--- config.mk ---
export PLATFORM = sky130hd
export DESIGN_NAME = seq_divider_16
export DESIGN_NICKNAME = d
export VERILOG_FILES = /design/src/rtl/seq_divider_16.sv
export SDC_FILE = /design/constraint.sdc
export NUM_CORES = 1
export LEC_CHECK = 0
export CAP_MARGIN = 30
export CORE_MARGIN = 4
export CORE_UTILIZATION = 58
export CTS_CLUSTER_SIZE = 25
export DETAILED_ROUTE_END_ITERATION = 8
export PLACE_DENSITY_LB_ADDON = 0.2
export SYNTH_ARGS = -nofsm -noshare
export SYNTH_HDL_FRONTEND = slang
export SYNTH_SLANG_ARGS = --single-unit
--- constraint.sdc ---
create_clock -name clk -period 4.8 [get_ports clk]
set_clock_uncertainty 0.15 [all_clocks]
set_input_delay 0.48 -clock clk [delete_from_list [all_inputs] [get_ports clk]]
set_output_delay 0.48 -clock clk [all_outputs]
set_load 0.03 [all_outputs]
--- src/rtl/seq_divider_16.sv ---
//==============================================================================
// Module      : seq_divider_16
// Description : Multi-cycle unsigned restoring divider. One shift/subtract
//               step per clock under a start/done handshake; busy is high
//               while an operation is in flight.
// Revision    : 1.0 - initial release
//==============================================================================
`default_nettype none

module seq_divider_16 #(
    parameter int WIDTH = 16
) (
    input  logic             clk,
    input  logic             rst,
    input  logic             start,
    input  logic [WIDTH-1:0] dividend,
    input  logic [WIDTH-1:0] divisor,
    output logic             busy,
    output logic             done,
    output logic [WIDTH-1:0] quotient,
    output logic [WIDTH-1:0] remainder,
    output logic             div_by_zero
);

    localparam int CW = (WIDTH > 2) ? $clog2(WIDTH) : 1;
    localparam logic [CW-1:0] C_LAST_STEP = CW'(WIDTH - 1);

    typedef enum logic [1:0] {
        S_IDLE = 2'd0,
        S_RUN  = 2'd1,
        S_DONE = 2'd2
    } state_t;

    state_t           state_q, state_d;
    logic [CW-1:0]    count_q, count_d;
    logic [WIDTH-1:0] q_q, q_d;          // shifting dividend / quotient
    logic [WIDTH-1:0] r_q, r_d;          // partial remainder
    logic [WIDTH-1:0] d_q, d_d;          // latched divisor
    logic             zero_q, zero_d;    // latched divisor was zero
    logic [WIDTH-1:0] quotient_q, quotient_d;
    logic [WIDTH-1:0] remainder_q, remainder_d;
    logic             dz_q, dz_d;

    // One restoring step: shift in the next dividend bit, then trial-subtract
    // at WIDTH+1 bits. The borrow bit of the difference doubles as the
    // "partial remainder >= divisor" decision.
    logic [WIDTH:0]   w_shifted;
    logic [WIDTH:0]   w_diff;
    logic             w_ge;
    logic [WIDTH-1:0] w_r_next;
    logic [WIDTH-1:0] w_q_next;

    // Combinational datapath for one iteration.
    always_comb begin
        w_shifted = {r_q, q_q[WIDTH-1]};
        w_diff    = w_shifted - {1'b0, d_q};
        w_ge      = ~w_diff[WIDTH];
        w_r_next  = w_ge ? w_diff[WIDTH-1:0] : w_shifted[WIDTH-1:0];
        w_q_next  = {q_q[WIDTH-2:0], w_ge};
    end

    // Next-state and datapath control for the IDLE -> RUN -> DONE sequence.
    always_comb begin
        state_d     = state_q;
        count_d     = count_q;
        q_d         = q_q;
        r_d         = r_q;
        d_d         = d_q;
        zero_d      = zero_q;
        quotient_d  = quotient_q;
        remainder_d = remainder_q;
        dz_d        = dz_q;

        case (state_q)
            S_IDLE: begin
                if (start) begin
                    q_d     = dividend;
                    d_d     = divisor;
                    r_d     = '0;
                    count_d = '0;
                    zero_d  = (divisor == '0);
                    state_d = S_RUN;
                end
            end

            S_RUN: begin
                if (zero_q) begin
                    // Zero divisor: no iterations; q_q still holds the
                    // untouched dividend, which becomes the remainder.
                    quotient_d  = '1;
                    remainder_d = q_q;
                    dz_d        = 1'b1;
                    state_d     = S_DONE;
                end else begin
                    q_d     = w_q_next;
                    r_d     = w_r_next;
                    count_d = count_q + CW'(1);
                    if (count_q == C_LAST_STEP) begin
                        // Results register on the same edge that raises done.
                        quotient_d  = w_q_next;
                        remainder_d = w_r_next;
                        dz_d        = 1'b0;
                        state_d     = S_DONE;
                    end
                end
            end

            S_DONE: begin
                state_d = S_IDLE;
            end

            default: begin
                state_d = S_IDLE;
            end
        endcase
    end

    // State and datapath registers; reset aborts any operation in flight.
    always_ff @(posedge clk) begin
        if (rst) begin
            state_q     <= S_IDLE;
            count_q     <= '0;
            q_q         <= '0;
            r_q         <= '0;
            d_q         <= '0;
            zero_q      <= 1'b0;
            quotient_q  <= '0;
            remainder_q <= '0;
            dz_q        <= 1'b0;
        end else begin
            state_q     <= state_d;
            count_q     <= count_d;
            q_q         <= q_d;
            r_q         <= r_d;
            d_q         <= d_d;
            zero_q      <= zero_d;
            quotient_q  <= quotient_d;
            remainder_q <= remainder_d;
            dz_q        <= dz_d;
        end
    end

    assign busy        = (state_q != S_IDLE);
    assign done        = (state_q == S_DONE);
    assign quotient    = quotient_q;
    assign remainder   = remainder_q;
    assign div_by_zero = dz_q;

endmodule

`default_nettype wire
Yosys cells after proc, flatten, opt, wreduce, memory -nomap -nowiden:

Cells that the tools add are included.

* output and inout port bits: 35
* memories: 0
* memory bits (read-only): 0
* register bits: 88
* bits in latches: 0
* RAM bits: 0
* word-level logic and storage cells: 47

* reduce and logical (&&, ||, !) cells: 9
* order comparisons: 0
* mux-type cells: 20
* bitwise logic cells: 1
* multipliers: 0
* eq/ne operators: 6
* $add $sub $neg: 2
* shifts and indexed selects: 0
* divide/modulo/power cells: 0

Operators with widths (count)
* $mux W16: 9
* $pmux W16 S2: 2
* $sub A17 B16 Y17: 1
* $logic_not A16 Y1: 1
* $mux W4: 2
* $pmux W4 S2: 1
* $mux W2: 3
* $reduce_and A2 Y1: 3
* $reduce_bool A2 Y1: 3
* $add A4 B1 Y4 const B: 1
* $eq A4 B4 Y1 const B: 1
* $ne A2 B2 Y1 const B: 2
* $pmux W2 S2: 1
* $ne A3 B3 Y1 const B: 1
* $reduce_and A3 Y1: 1
* $eq A2 B1 Y1 const B: 1
* $eq A2 B2 Y1 const B: 1
* $logic_not A2 Y1: 1
* $mux W1: 2
* $not A1 Y1: 1

Logic depth before layout (Yosys ltp):

* depth in word-level cells: 4
* gate-level depth with buffers: 11

Least setup slack after synthesis:

OpenSTA, ideal clock, no wires.

* path kind: register -> register
* from: register d_q[5]
* to: register r_q[1]
* data required time: 4.581 ns
* path slack: 2.003 ns
* stages on the path, launching flop included: 11
* period minus slack after synthesis: 2.797 ns
* arrival: 2.578 ns
* setup time: 0.069 ns
* cells stage by stage: dfxtp_1 inv_1 ha_1 a21o_1 a2111o_1 o21a_1 or4_4 nand3_2 buf_6 mux2_2 o21ai_1

* longest elaborated chain between the ends: 4

Ends and longest elaborated chain
* from (decl): RTL line 38 `logic [WIDTH-1:0] d_q, d_d;`
* from (signal assigned): RTL line 125 `d_q <= '0;`
* from (signal assigned): RTL line 135 `d_q <= d_d;`
* $sub A17 B16 Y17: RTL line 56 `w_diff = w_shifted - {1'b0, d_q};`
* $mux W16: RTL line 58 `w_r_next = w_ge ? w_diff[WIDTH-1:0] : w_shifted[WIDTH-1:0];`
* $mux W16: RTL line 87 `if (zero_q) begin`
* $pmux W16 S2: RTL line 74 `case (state_q)`
* to (signal assigned): RTL line 134 `r_q <= r_d;`
* to (decl): RTL line 37 `logic [WIDTH-1:0] r_q, r_d;`

No other way between the ends. The select of a mux whose other input is x is not followed.
A chain may end at the register's enable or synchronous reset.

Final worst setup path:

* from: register d_q[5]
* to: register remainder_q[13] (netlist: remainder[13])

* longest elaborated chain between the ends: 4

Ends and longest elaborated chain
* $sub A17 B16 Y17: RTL line 56
* $mux W16: RTL line 58
* $mux W16: RTL line 98 `if (count_q == C_LAST_STEP) begin`
* $mux W16: RTL line 87
* to (signal assigned): RTL line 138 `remainder_q <= remainder_d;`
* to (decl): RTL line 41 `logic [WIDTH-1:0] remainder_q, remainder_d;`

No other way between the ends. The select of a mux whose other input is x is not followed.

==> results by group <==
Status
  – Status: completed

Power
  – Final Power: 1989 uW
  – Leak pwr: 0.002090 uW
  – PD cells: 371.9 mW/mm^2
  – Peak VDD IR: 0.2689 mV

Global route
  – Total GRT Usage: 25.91%
  – First-pass GRT wire length: 18200 microns
  – Number of global-route vias before repair: 3805
  – Total grt overflow: 0
  – Largest net degree at the start of global routing: 42
  – Initial antenna violation count: 0

Final layout
  – Final non-filler cell total: 700
  – Layout cell share with drive strength beyond 1: 5.657%
  – Fillers: 585
  – Diodes inserted: 0
  – Layout area overhead: 21.66%
  – Count of nets after finishing: 649

Timing
  – TNS Setup: 0 ps
  – Fin crit period: 3315 ps
  – Fmax: 301.7 MHz
  – Least-Margin Pin Slew: 1057 ps
  – Final hold vios: 0
  – RSZ-0062 raised after global routing: no
  – Normalized max-slew margin: 29.53%
  – Max-slew violation count: 0
  – Final hold slack: 310.6 ps
  – Final setup fails: 0
  – Final period utilization: 69.06%

Logic synthesis
  – Synth Area in Compound Gates: 21.83%
  – Synthesized Nets: 597
  – Post-synthesis sequential area ratio: 40.08%
  – Gate Count Post-Synth: 544
  – Ys flop type: dfxtp_1
  – Largest family of logic cells by synthesized area: compound AO/OA/AOI/OAI gates
  – Mux cell area share after synthesis: 4.384%
  – Synth Area per Inst: 8.080 sq um
  – FFs w/ async S/R, synth: 0%
  – EDFF count, synth: 0
  – Yosys warning count: 0
  – Cell Area, Synth: 0.004395 sq mm
  – Post-Synth XOR/XNOR Area: 2.192%
  – Unique masters post-synth: 50
  – FF+latch count, synth: 88
  – Post-Synth Simple-Gate Area: 21.01%
  – Adder-cell area share of the yosys netlist: 5.295%

Clock tree
  – Register clock-pin slew on the reported worst setup and hold paths: 90 ps
  – Later-pin clock latency in the skew report: 360 ps
  – Num Clock Sinks: 88
  – CTS resizes: 0
  – Cts bufs inserted: 9
  – TritonCTS clock tree: done
  – Largest buffer count on any clock path: 2
  – Root buffer cell: clkbuf_8
  – Setup bufs post-CTS: 0
  – H-tree lvl count: 3
  – Cts hold-fix bufs: 0

Worst setup path
  – CP endpoint kind: flop
  – WP data required: 4920 ps
  – R2R cell count: 9
  – Crit start category: flop
  – Arr. time, crit path: 3440 ps
  – Highest net fanout along the worst path: 21
  – WS Path Type: reg2reg

Floorplan
  – FP Rows: 31
  – Die area: 0.009035 sq mm
  – IO Pins: 70
  – Chip width: 95.06 microns
  – CORE AREA: 0.007292 sq mm
  – Die H: 95.06 microns
  – Starting Density: 60.28%

Routing
  – DR vias/cell: 6.007
  – WL per Instance: 16.60 microns
  – Remaining DRCs: 0
  – First drt pass iteration count: 5
  – Final ANT Viol Nets: 0
  – Final wirelength: 11620 microns
  – Initial DRC count: 237
  – Via count: 4205

Place
  – Post-detail-place hpwl: 8426 microns
  – Dpl cells: 683
  – Global placement routability congestion: 0.8959
  – PortBufs: 69

Hold path
  – Hold Path Cell Cnt: 2
  – Hold Crit Class: reg2reg

Run
  – Max_cap viols: 0
[registers in the layout, summed over array words and instances (netlist names)]
name         count
quotient        16
count_q          4
zero_q           1
remainder       16
q_q             16
d_q             16
div_by_zero      1
r_q             16
state_q          2
[report_power, final]
group          total [uW]  switching, uW  internal, uW
Sequential            799           33.4           766
Clock                 528            268           260
Combinational         661            369           293
Total                1990            670          1320
[placed cells by master, fill, tap and decap left out, types with 6 or more instances in the layout]
cell / Yosys / final
dfxtp_1: 88 / 88
nor3_1: 35 / 35
o22ai_1: 12 / 12
a21oi_1: 57 / 57
nand2_1: 72 / 72
o21ai_0: 26 / 26
clkdlybuf4s50_1: 0 / 68
inv_1: 22 / 22
nand2b_1: 8 / 8
xnor2_1: 6 / 6
and3_1: 14 / 14
a22oi_1: 17 / 17
ha_1: 17 / 17
mux2i_1: 17 / 17
clkbuf_8: 0 / 10
nor2_1: 40 / 40
[kinds of logic after synthesis]
| family | count (synthesis) |
|---|---|
| DFF | 88 |
| and+or+nand+nor | 198 |
| muxes | 19 |
| AOI/OAI and AO/OA | 153 |
| adders and majority gates | 18 |
| buffers and inverters | 57 |
| xor gates and xnor gates | 11 |
[Yosys cell counts, drive strengths merged, types with 2 or more instances]
library cell,n,area [sq um]
dfxtp,88,1762
nand2,72,270.3
a21oi,57,285.3
nor2,40,150.1
nor3,35,175.2
clkbuf,28,105.1
o21ai,28,140.1
inv,22,82.58
a22oi,17,127.6
ha,17,212.7
mux2i,17,170.2
and3,14,87.58
o22ai,12,75.07
nand2b,8,50.05
buf,7,41.29
a211oi,6,50.05
nand3,6,35.03
xnor2,6,52.55
a21o,5,37.54
nor2b,5,31.28
o21a,5,37.54
xor2,5,43.79
a311oi,4,41.29
and2,4,25.02
nor4,4,25.02
nand4,3,18.77
o211a,3,30.03
a211o,2,17.52
a31o,2,17.52
a31oi,2,12.51
mux2,2,22.52
o211ai,2,15.01
o31ai,2,15.01
or2,2,12.51
or3,2,12.51
[through the flow]
stage	instance area, sq um	setup slack [ps]	util (%)
after global routing	5348	1230	73.34
after CTS	5320	1479	72.96
after global placement	5092	1395	69.84
final	5348	1485	73.34
after floorplan	4395	2003	-
after detailed placement	5115	1530	70.14
[final cells by class]
cell class / count / area (sq um) / share of cell area, %
clock inverter: 5 / 63.81 / 1.193
clock buffer: 11 / 141.4 / 2.644
timing repair buffer: 76 / 765.7 / 14.32
inverter: 22 / 82.58 / 1.544
tap: 99 / 123.9 / 2.316
multi-input combinational: 399 / 2409 / 45.04
sequential: 88 / 1762 / 32.94
[critical path, cell delays in order (launching register included)]
cell and delay [ps]:
dfxtp_1 340, inv_1 40, ha_1 320, a21o_1 220
a2111o_1 410, o21a_1 220, o21ai_0 270, nand3_2 550
a31o_2 450, a311oi_1 240
[final timing paths]
check / to / slack [ps] / start
setup / recovery: remainder[13] / 1480 / d_q[5]
hold / removal: d_q[7] / 310 / d_q[7]
setup reg to reg: remainder[13] / 1480 / d_q[5]
hold reg to reg: d_q[7] / 310 / d_q[7]
[routing by layer]
metal,global-route usage (%),up-vias,wire (microns)
li1,-,2036,-
met1,34.88,1993,5104
met2,41.40,158,5520
met3,5.604,18,765
met4,8.534,0,228
met5,0,-,0
Note: power is estimated with default switching activity, not from simulation.
==> variant 1 (same flow settings) <==
The 3 states of `state_t` get a one-hot encoding in 3 bits.
--- a/src/rtl/seq_divider_16.sv
+++ b/src/rtl/seq_divider_16.sv
@@ -26,8 +26,8 @@
     localparam logic [CW-1:0] C_LAST_STEP = CW'(WIDTH - 1);
 
-    typedef enum logic [1:0] {
-        S_IDLE = 2'd0,
-        S_RUN  = 2'd1,
-        S_DONE = 2'd2
+    typedef enum logic [2:0] {
+        S_IDLE = 3'b001,
+        S_RUN  = 3'b010,
+        S_DONE = 3'b100
     } state_t;
 
Formal check against the unedited RTL: no difference found for any inputs over 10 cycles, from zero or initial values and one cycle with rst high; not proved beyond that.
==> variant 1 against the original RTL <==
Core utilization down 0.57 points; sequential share of layout area rose by 0.28 points; design area grew 0.28%; setup slack better by 0.060 ns; critical path depth rose by 2; worst hold slack got worse by 0.0020 ns; routed wire length grew 2.2%; synthesized area is 1.9% higher; sequential cell count up 1; critical endpoint is now remainder[14]$_SDFFE_PP0P_.
Power is not compared: it rests on default switching activity, and its combinational part moved more than twofold at a synthesized area within 25%.
==> variant 1: results (changes against the original RTL) <==
| Metric | Value |
|---|---|
| Hold WS | 0.309 ns (-0.00200 ns) |
| Post-synthesis async set-or-reset flop share | 0 (unchanged) |
| Vias | 4199 (-0.14%) |
| Worst Max-Slew Pin Slew | 0.815 ns (-0.242 ns) |
| Hold path cells | 2 (unchanged) |
| Share of layout cells above drive strength 1 | 0.0778 (+0.0213) |
| FF-to-FF setup slack | 1.55 ns (+0.06 ns) |
| CP endpoint kind | flip-flop |
| Crit Reg-Reg Endpoint | remainder[14]$_SDFFE_PP0P_ |
| Largest net degree at the start of global routing | 53 (+26%) |
| Layout Utilization | 0.728 (-0.00568) |
| Hold Startpoint | d_q[6]$_SDFFE_PP0P_ |
| 1st-iter DRT viols | 269 (+14%) |
| Worst Hold Path EP | d_q[6]$_SDFFE_PP0P_ |
| FF-to-FF path depth | 11 (+2) |
| Worst-path clk slew | 0.09 ns (about the same) |
| WL final | 11900 um (+2.2%) |
| Cell Area, Placed | 5180 um2 (+1.3%) |
| EDFF count, synth | 0 (unchanged) |
| CP Launch Point | q_q[15]$_SDFFE_PP0P_ |
| CTS root buffer | clkbuf_8 |
| Port bufs | 69 (unchanged) |
| Count of cell types in the netlist | 63 (+26%) |
| RePlAce Congestion | 0.920 (+2.7%) |
| Maximum vdd drop | 0.237 mV |
| DP Worst Slack | 1.58 ns (+0.0454 ns) |
| TritonRoute pass-1 iters | 5 (unchanged) |
| Tot GR Track Use | 0.264 (+0.00461) |
| Top post-synthesis cells by count | dfxtp_1 (89), nand2_1 (76), a21oi_1 (55) |
| Syn nets | 585 (-2.0%) |
| Clock Power Share | 0.306 |
| Status | finished, final reports clean |
| Vias in the first global route | 3864 (+1.6%) |
| Fill cells | 600 (+2.6%) |
| Sequential Power | 0.777 mW |
| Top delay family on crit path | compound AO/OA/AOI/OAI gates |
| CTS H-tree lvls | 3 (unchanged) |
| YS warnings | 0 (unchanged) |
| Fin nets | 639 (-1.5%) |
| Critical Path AT | 3.35 ns (-0.09 ns) |
| Critical Path Max Stage Delay | 0.41 ns (-0.14 ns) |
| Post-synthesis sequential area ratio | 0.398 (-0.00281) |
| Slowest stage cell, crit path | fa_1 |
| Final period util | 0.678 (-0.0125) |
| First-pass GRT wire length | 18900 um (+3.6%) |
| Area contributors post-synth | dfxtp_1 (40%), nand2_1 (6.4%), a21oi_1 (6.1%), ha_1 (4.8%), o22ai_1 (3.9%) |
| Routed wire per std cell | 17.2 um (+3.7%) |
| DP HPWL | 8620 um (+2.3%) |
| Syn avg cell area | 8.42 um2 (+4.1%) |
| CP Max Fanout | 18 (-14%) |
| Initial antenna violation count | 0 (unchanged) |
| Post-Place Cells | 674 (-1.3%) |
[variant 1: final cells by class]
type | instances | area share
Sequential cell | 89 | 0.332
Clock buffer | 10 | 0.0257
Clock inverter | 6 | 0.00770
Tap cell | 99 | 0.0231
Inverter | 22 | 0.0154
Multi-Input combinational cell | 388 | 0.458
Timing Repair Buffer | 76 | 0.138
[variant 1: cell families after synthesis]
family | after synthesis | share of synthesized area
AOI/OAI and AO/OA | 175 | 0.257
xor gates and xnor gates | 15 | 0.0293
adders and majority gates | 18 | 0.0520
buffers and inverters | 55 | 0.0551
DFF | 89 | 0.398
muxes | 16 | 0.0386
and+or+nand+nor | 164 | 0.170
[variant 1: routing by layer]
layer / track usage / vias up / part of all wire
met2: 0.423 / 173 / 0.48
met3: 0.0633 / 18 / 0.069
li1: - / 2027 / -
met4: 0.0806 / 0 / 0.016
met1: 0.351 / 1981 / 0.44
met5: 0 / - / 0
==> variant 2 (same flow settings) <==
Made on the original files. Change the parameter `WIDTH` from 16 to 32.
--- a/src/rtl/seq_divider_16.sv
+++ b/src/rtl/seq_divider_16.sv
@@ -9,5 +9,5 @@
 
 module seq_divider_16 #(
-    parameter int WIDTH = 16
+    parameter int WIDTH = 32
 ) (
     input  logic             clk,
Interface: changed (resized dividend, divisor, quotient and remainder); port bits go from 70 to 134. No check against the original RTL was run, so the function may have changed too.
==> variant 2 against the original RTL <==
Design area is 110% higher; critical path depth is 5 higher; sequential power is 110% higher; via count is 110% higher; power grew to 2.9 times the old value; clock power grew to 2.6 times the old value; setup slack worse by 0.69 ns; first-iteration DRC count grew to 3.9 times the old value; synthesized area is 110% higher; sequential cell count is 81 higher; routed wire length is 120% higher; cell count is 110% higher.
==> variant 2: results (changes against the original RTL) <==
| Metric | Value |
|---|---|
| Routed wire per std cell | 17.1 um (+3.1%) |
| CTS H-tree lvls | 4 (+1) |
| Post-synthesis sequential area ratio | 0.373 (-0.0279) |
| Status | finished, final reports clean |
| CTS root buffer | clkbuf_16 |
| Area contributors post-synth | dfxtp_1 (37%), nand2_1 (7.8%), a21oi_1 (5.7%), nor2_1 (4.9%), ha_1 (4.7%) |
| Compound-cell area share of the yosys netlist | 0.249 (+0.0303) |
| Vias in the first global route | 7876 (+110%) |
| Switching share of power | 0.421 (+0.0839) |
| Fin nets | 1345 (+110%) |
| Reg2reg start | q_q[31]$_SDFFE_PP0P_ |
| DP Worst Slack | 0.903 ns (-0.627 ns) |
| First-pass GRT wire length | 40400 um (+120%) |
| 1st-iter DRT viols | 913 (+290%) |
| Latest clock arrival within the worst-skew pair | 0.43 ns (+0.07 ns) |
| Via/cell ratio | 6.05 (+0.64%) |
| Fill cells | 1203 (+110%) |
| Total power | 5.81 mW (+190%) |
| Clock Power Share | 0.239 (-0.027) |
| Post-Place Cells | 1435 (+110%) |
| Syn avg cell area | 7.81 um2 (-3.4%) |
| RePlAce Congestion | 0.982 (+9.7%) |
| Post-Synth Adder-Cell Area | 0.0491 (-0.00386) |
| Critical Path AT | 4.17 ns (+0.73 ns) |
| Pleak | 4.28 nW (+100%) |
| Maximum vdd drop | 0.438 mV (+63%) |
| Xor-xnor portion of the synthesized cell area | 0.0241 (+0.00221) |
| Top post-synthesis cells by count | nand2_1 (188), dfxtp_1 (169), nor2_1 (119) |
| Hold Startpoint | d_q[5]$_SDFFE_PP0P_ |
-- variant 2: worst max-delay path, cell delays in order (launching register included) --
cell and delay (ns):
dfxtp_1 0.37, inv_1 0.09, ha_1 0.23, fa_1 0.40
nand2b_1 0.18, a21oi_1 0.17, o21a_1 0.22, a21o_4 0.18
a21oi_4 0.07, o2111ai_4 0.25, nand3_1 0.44, nand2_1 0.17
buf_4 0.45, a211oi_1 0.16, o41ai_1 0.35
-- variant 2: cell type report --
class | count | area [um2] | share of cell area
clock inverters | 14 | 160 | 0.0145
multi-input cells | 862 | 5190 | 0.469
inverters | 43 | 161 | 0.0146
flip-flops and latches | 169 | 3380 | 0.306
clock buffers | 18 | 429 | 0.0388
repair buffers | 150 | 1480 | 0.133
well taps | 211 | 264 | 0.0239
-- variant 2: cells by family (layout without fill, tap and decap cells) --
family / Yosys count / count (layout)
AOI/OAI and AO/OA: 322 / 322
xor gates and xnor gates: 25 / 25
adders and majority gates: 35 / 35
buffers and inverters: 131 / 225
DFF: 169 / 169
muxes: 3 / 3
and+or+nand+nor: 477 / 477
-- variant 2: path summary, 6_finish.rpt --
check	end	slack, ns	cells after the start
max	remainder[2]$_SDFFE_PP0P_	0.80	14
min	d_q[5]$_SDFFE_PP0P_	0.30	2
min reg2reg	d_q[5]$_SDFFE_PP0P_	0.30	2
max reg2reg	remainder[2]$_SDFFE_PP0P_	0.80	14
-- variant 2: metal layers --
metal | GRT usage | vias up | share of wire
met5 | 0 | - | 0
met4 | 0.0947 | 0 | 0.025
met3 | 0.0513 | 45 | 0.092
met2 | 0.407 | 428 | 0.43
met1 | 0.404 | 4087 | 0.45
li1 | - | 4309 | -
